<file path="config.mk">
export PLATFORM = sky130hd
export DESIGN_NAME = coef_bank_banda_flat
export DESIGN_NICKNAME = d
export VERILOG_FILES = /design/src/rtl/coef_bank_banda_if.sv /design/src/rtl/coef_bank_banda.sv /design/src/flat_wrapper.sv
export SDC_FILE = /design/constraint.sdc
export NUM_CORES = 1
export LEC_CHECK = 0
export CORE_ASPECT_RATIO = 1.25
export CORE_MARGIN = 2
export CORE_UTILIZATION = 30
export DETAILED_ROUTE_END_ITERATION = 7
export GPL_TIMING_DRIVEN = 0
export SLEW_MARGIN = 20
export SYNTH_ARGS = -nofsm -noshare
export SYNTH_HDL_FRONTEND = slang
export SYNTH_SLANG_ARGS = --single-unit
</file>
<file path="constraint.sdc">
create_clock -name clk -period 2.3 [get_ports clk]
set_clock_uncertainty 0.15 [all_clocks]
set_input_delay 0.46 -clock clk [delete_from_list [all_inputs] [get_ports clk]]
set_output_delay 0.46 -clock clk [all_outputs]
set_load 0.01 [all_outputs]
</file>
<file path="src/rtl/coef_bank_banda_if.sv">
// Serial coefficient write channel (valid/ready) between host and coefficient bank.
// Latency: n/a (signal bundle only).
// Backpressure: the host holds wr_data/wr_last while wr_valid=1 and wr_ready=0.
//
// Signals:
//   wr_data  - signed coefficient word, Width bits
//   wr_valid - wr_data is valid
//   wr_last  - marks the final (10th) word of a frame
//   wr_ready - bank can accept a word this cycle
interface coef_bank_banda_if #(
  parameter int Width = 32
);
  logic [Width-1:0] wr_data;
  logic             wr_valid;
  logic             wr_last;
  logic             wr_ready;

  modport master (output wr_data, output wr_valid, output wr_last, input wr_ready);
  modport slave  (input wr_data, input wr_valid, input wr_last, output wr_ready);
endinterface

</file>
<file path="src/rtl/coef_bank_banda.sv">
// Coefficient bank for the band-pass biquad pair: serial shadow load, atomic commit on enable.
// Latency: active set and upd change one edge after the first enable seen with a full frame pending.
// Backpressure: wr_ready=1 while collecting a frame, 0 while a full frame waits for enable.
//
// Ports:
//   clk, rst (async, active low), enable (sample strobe shared with the band filter)
//   wr   - slave side of coef_bank_banda_if (wr_data/wr_valid/wr_last/wr_ready)
//   La1..Lb2, Ha1..Hb2 - active low/high section coefficients
//   pending - full frame in shadow awaiting enable; upd - one-cycle commit pulse;
//   err - sticky frame error, cleared by the first word of the next frame
// Build option: define COEF_STAB_CHECK_EN to reject frames with |La2| or |Ha2| >= 1.0.
module coef_bank_banda #(
  parameter int p     = 13,
  parameter int f     = 18,
  parameter int Width = p + f + 1
) (
  input  logic             clk,
  input  logic             rst,
  input  logic             enable,
  coef_bank_banda_if.slave wr,
  output logic [Width-1:0] La1,
  output logic [Width-1:0] La2,
  output logic [Width-1:0] Lb0,
  output logic [Width-1:0] Lb1,
  output logic [Width-1:0] Lb2,
  output logic [Width-1:0] Ha1,
  output logic [Width-1:0] Ha2,
  output logic [Width-1:0] Hb0,
  output logic [Width-1:0] Hb1,
  output logic [Width-1:0] Hb2,
  output logic             pending,
  output logic             upd,
  output logic             err
);

  typedef enum logic [1:0] {IDLE, LOAD, PEND} state_t;

  // 1.0 in the fixed-point format; b0 resets to this so both sections pass through.
  localparam logic [Width-1:0] ONE = {{(Width-1){1'b0}}, 1'b1} << f;

  state_t           state_q;
  logic [3:0]       idx_q;
  logic             wr_ready_q;
  logic             pending_q;
  logic             upd_q;
  logic             err_q;
  logic [Width-1:0] shadow_q [10];
  logic [Width-1:0] active_q [10];

  logic             xfer;
  logic             frame_bad;

  assign xfer = wr.wr_valid && wr_ready_q;

`ifdef COEF_STAB_CHECK_EN
  // Both a2 words are already in shadow by the time the 10th word arrives.
  logic a2_ok;
  assign a2_ok = ($signed(shadow_q[1]) < $signed(ONE)) && ($signed(shadow_q[1]) > -$signed(ONE)) &&
                 ($signed(shadow_q[6]) < $signed(ONE)) && ($signed(shadow_q[6]) > -$signed(ONE));
`endif

  // A frame is bad if wr_last disagrees with the word position (only the 10th word may carry it).
  always_comb begin
    frame_bad = (idx_q == 4'd9) ? !wr.wr_last : wr.wr_last;
`ifdef COEF_STAB_CHECK_EN
    if ((idx_q == 4'd9) && !a2_ok) frame_bad = 1'b1;
`else
    // Unchecked build: any a2 value is accepted.
`endif
  end

  always_ff @(posedge clk or negedge rst) begin
    if (!rst) begin
      state_q    <= IDLE;
      idx_q      <= 4'd0;
      wr_ready_q <= 1'b1;
      pending_q  <= 1'b0;
      upd_q      <= 1'b0;
      err_q      <= 1'b0;
      for (int i = 0; i < 10; i++) begin
        shadow_q[i] <= '0;
        active_q[i] <= (i == 2 || i == 7) ? ONE : '0;
      end
    end else begin
      upd_q <= 1'b0;
      case (state_q)
        IDLE: begin
          // wr_last on the first word is not examined; position checks start with word 2.
          if (xfer) begin
            err_q       <= 1'b0;
            shadow_q[0] <= wr.wr_data;
            idx_q       <= 4'd1;
            state_q     <= LOAD;
          end
        end
        LOAD: begin
          if (xfer) begin
            shadow_q[idx_q] <= wr.wr_data;
            if (frame_bad) begin
              err_q   <= 1'b1;
              idx_q   <= 4'd0;
              state_q <= IDLE;
            end else if (idx_q == 4'd9) begin
              wr_ready_q <= 1'b0;
              pending_q  <= 1'b1;
              state_q    <= PEND;
            end else begin
              idx_q <= idx_q + 4'd1;
            end
          end
        end
        PEND: begin
          // Entered on the 10th-word edge, so an enable on that same edge cannot commit.
          if (enable) begin
            for (int i = 0; i < 10; i++) active_q[i] <= shadow_q[i];
            upd_q      <= 1'b1;
            pending_q  <= 1'b0;
            wr_ready_q <= 1'b1;
            idx_q      <= 4'd0;
            state_q    <= IDLE;
          end
        end
        default: begin
          state_q <= IDLE;
          idx_q   <= 4'd0;
        end
      endcase
    end
  end

  assign wr.wr_ready = wr_ready_q;
  assign pending     = pending_q;
  assign upd         = upd_q;
  assign err         = err_q;

  assign La1 = active_q[0];
  assign La2 = active_q[1];
  assign Lb0 = active_q[2];
  assign Lb1 = active_q[3];
  assign Lb2 = active_q[4];
  assign Ha1 = active_q[5];
  assign Ha2 = active_q[6];
  assign Hb0 = active_q[7];
  assign Hb1 = active_q[8];
  assign Hb2 = active_q[9];

endmodule
</file>
<file path="src/flat_wrapper.sv">
// flat-port wrapper written by rule: the top's interface ports become plain ports
module coef_bank_banda_flat 
#(
  parameter int p     = 13,
  parameter int f     = 18,
  parameter int Width = p + f + 1
)
  (clk, rst, enable, La1, La2, Lb0, Lb1, Lb2, Ha1, Ha2, Hb0, Hb1, Hb2, pending, upd, err, wr_wr_data, wr_wr_valid, wr_wr_last, wr_wr_ready);
  coef_bank_banda_if #(.Width(Width)) wr_i ();
  input  logic clk;
  input  logic rst;
  input  logic enable;
  output logic [Width-1:0] La1;
  output logic [Width-1:0] La2;
  output logic [Width-1:0] Lb0;
  output logic [Width-1:0] Lb1;
  output logic [Width-1:0] Lb2;
  output logic [Width-1:0] Ha1;
  output logic [Width-1:0] Ha2;
  output logic [Width-1:0] Hb0;
  output logic [Width-1:0] Hb1;
  output logic [Width-1:0] Hb2;
  output logic pending;
  output logic upd;
  output logic err;
  input wire logic [$bits(wr_i.wr_data)-1:0] wr_wr_data;
  input wire logic [$bits(wr_i.wr_valid)-1:0] wr_wr_valid;
  input wire logic [$bits(wr_i.wr_last)-1:0] wr_wr_last;
  output wire logic [$bits(wr_i.wr_ready)-1:0] wr_wr_ready;
  assign wr_i.wr_data = wr_wr_data;
  assign wr_i.wr_valid = wr_wr_valid;
  assign wr_i.wr_last = wr_wr_last;
  assign wr_wr_ready = wr_i.wr_ready;
  coef_bank_banda #(.p(p), .f(f), .Width(Width)) u_core (.clk(clk), .rst(rst), .enable(enable), .wr(wr_i), .La1(La1), .La2(La2), .Lb0(Lb0), .Lb1(Lb1), .Lb2(Lb2), .Ha1(Ha1), .Ha2(Ha2), .Hb0(Hb0), .Hb1(Hb1), .Hb2(Hb2), .pending(pending), .upd(upd), .err(err));
endmodule
</file>
==> flow_summary.yaml <==
clock_network:
  clock-sinks: 650
  clk_pin_slew_ps: 70
  cts_max_path_buffers: 3
  clock_latency_ps: 610
  numCtsBuffers: 69
  htree_levels: 3
  cts_tree: "done"
  root_buffer: "clkbuf_16"
critical_path:
  crit_chain: "clkdlybuf4s50_1"
  critPathBufInv: 1
  cpPeakStageDelay_ps: 640
  arrival_ps: 1620
  crit_required_ps: 1690
  start_kind: "flip-flop"
  critPathMaxFanout: 2
  cp-end-kind: "output pin"
  cp_slowest_cell: "clkdlybuf4s50_1"
  critPathTopFamily: "buffers and inverters"
  worstSetupPathType: "reg2out"
route:
  firstDrtPassIters: 4
  wl_per_cell_um: 22.7
  vias: 13600
  viasPerCell: 4.53
  drtIter0Drc: 497
  drt-total-wl_um: 68200
  ant_nets: 0
  drc: 0
timing:
  finalSetupViolCount: 0
  finalCritPeriodShare_pct: 96.9
  grt_setup_unrepaired: "false"
  min_period_ps: 2230
  whs_ps: -134
  tightestPinTransition_ps: 894
  finalMaxSlewViolations: 0
  maxSlewHeadroom_pct: 40.2
  max_freq_mhz: 449
  final_hold_viol_count: 160
  setup_tns_ps: 0
synth:
  async_flop_share_pct: 100
  ys_warn_count: 0
  ys_types: 42
  ys_ff_latch: 650
  synthCells: 1459
  synthesis.area_um2: 24900
  synth_nets: 1500
  synth-main-ff-cell: "dfrtp_1"
  synth.avg_cell_area_um2: 17.1
  synth_edf_count: 0
  ys_seq_area_share_pct: 65.4
finish:
  final_cell_mix: "645 x dfrtp_1, 588 x mux2_2, 319 x clkdlybuf4s50_1"
  area_delta_synth_final_pct: 29.6
  drive_gt1_share_pct: 43.6
  final_common_cell: "dfrtp_1"
  fillers: 7615
  fin_cells: 3009
  finalNetCount: 1917
  final_area_um2: 32200
grt:
  grt_max_degree: 102
  grt_pass1_vias: 15000
  antenna_found_initial: 1
  grt_usage_pct: 16.2
  grt_first_pass_wirelength_um: 101000
  grt_overflow: 0
power_and_ir_drop:
  pwr-share-seq_pct: 49.2
  ir_drop_v: 0.000595
  pwr-share-clk_pct: 48.9
  p_per_area_nw_per_um2: 721
  cellLeakagePower_nw: 15.9
  switchingPower_mw: 5.05
  internal_power_mw: 18.2
  switching_share_pct: 21.7
  power_mw: 23.2
  combPwrFrac_pct: 1.9
placed_design:
  dpl_cell_area_um2: 29700
  dp_hpwl_um: 47100
  portBuffers: 328
  dp.cells: 2874
  gp_congestion: 0.745
floorplan:
  dieArea_um2: 85300
  die_h_um: 326
  rows: 118
  coreArea_um2: 82500
  ios: 361
  die_x_um: 262
  start_util_pct: 30.1
hold_path:
  hold_class: "in2async"
status:
  status: "complete, but fails checks"
  failed_checks: "negative hold slack"
job:
  drv_cap: 0
[repair_timing]
item | in CTS | in global routing
hold buffers | 6 | 1
pin swaps | 1 | 0
hold endpoints to repair | 207 | 119
setup buffers | 4 | 2
resized for setup | 17 | 12
endpoints found under the setup margin | 337 | 56
[cells by family (layout without fill, tap and decap cells)]
family | Yosys count | count (layout) | synth area share, %
flops | 650 | 650 | 65.4
simple gates | 33 | 33 | 1.18
compound gates | 16 | 16 | 0.523
other cells | 0 | 1 | 0
mux | 641 | 641 | 29.5
xor+xnor | 1 | 1 | 0.0352
fa+ha+maj | 4 | 4 | 0.201
buf+inv | 114 | 583 | 3.20
[synth_stat cells (3+ instances only)]
cell	count	share of area, %
buf_4	23	0.69
buf_6	28	1.3
and3b_1	3	0.11
buf_2	16	0.32
nand3_4	7	0.49
a21oi_1	3	0.060
mux2_2	588	27
dfrtp_1	647	65
nor2_1	3	0.045
clkbuf_1	3	0.045
inv_1	6	0.091
mux2_1	23	1.0
mux2_4	30	1.8
buf_12	3	0.24
dfstp_2	3	0.32
nand2_1	4	0.060
and4b_1	3	0.12
ha_1	4	0.20
buf_1	32	0.48
[registers in the layout, indices dropped and copies added (netlist names)]
| register | count |
|---|---|
| u_core.La2 | 32 |
| u_core.Hb0 | 32 |
| u_core.err | 1 |
| u_core.Ha1 | 32 |
| u_core.upd | 1 |
| u_core.Lb2 | 32 |
| u_core.Lb1 | 32 |
| u_core.idx_q | 4 |
| u_core.wr.wr_ready | 1 |
| u_core.La1 | 32 |
| u_core.Ha2 | 32 |
| u_core.state_q | 2 |
| u_core.Lb0 | 32 |
| u_core.Hb2 | 32 |
| u_core.pending | 1 |
| u_core.Hb1 | 32 |
| u_core.shadow_q | 320 |
[power by group through the flow]
stage                     Combinational [mW]  Sequential [mW]  Clock [mW]
after floorplan                       0.0647             11.6           0
after global placement                 0.379             11.7           0
after detailed placement               0.458             11.6           0
after CTS                              0.482             11.4        11.8
after global routing                   0.520             11.4        12.2
final                                  0.452             11.4        11.4
[metal layers]
layer	track usage, %	vias up	part of all wire, %
met5	0	-	0.019
met4	4.71	2	2.2
met3	4.73	101	6.4
met2	28.0	310	51
met1	19.3	7250	40
li1	-	5978	-
[final timing paths]
| path | from | endpoint | slack [ps] | depth (start not counted) |
|---|---|---|---|---|
| max | u_core.Lb1[0] | Lb1[0] | 70 | 1 |
| min | rst | u_core.shadow_q[199] | -130 | 4 |
| max reg2reg | u_core.idx_q[1] | u_core.shadow_q[296] | 90 | 7 |
| min reg2reg | u_core.shadow_q[194] | u_core.Lb1[2] | 340 | 1 |
| max in group asynchronous | rst | u_core.Hb2[27] | 460 | 8 |
| min in group clk | wr_wr_data[11] | u_core.shadow_q[11] | 300 | 2 |
[through the flow]
| step | setup slack (ps) | util, % |
|---|---|---|
| 6_report | 72.4 | 39.1 |
| 4_1_cts | 1.41 | 39.0 |
| 3_5_place_dp | -825 | 36.0 |
| 5_1_grt | 14.3 | 39.1 |
| 2_1_floorplan | 181 | - |
| 3_3_place_gp | -27520 | 35.8 |
[layout make-up]
cell class | instances | area [um^2] | share of cell area, %
multi-input cells | 695 | 7850 | 24.3
repair buffers | 348 | 3650 | 11.3
inverters | 7 | 26.3 | 0.0815
plain buffers | 105 | 796 | 2.47
flip-flops and latches | 650 | 16300 | 50.5
clock inverters | 25 | 289 | 0.897
diodes | 1 | 2.50 | 0.00776
clock buffers | 98 | 2010 | 6.23
well taps | 1080 | 1350 | 4.19
Note: power is estimated with default switching activity, not from simulation.
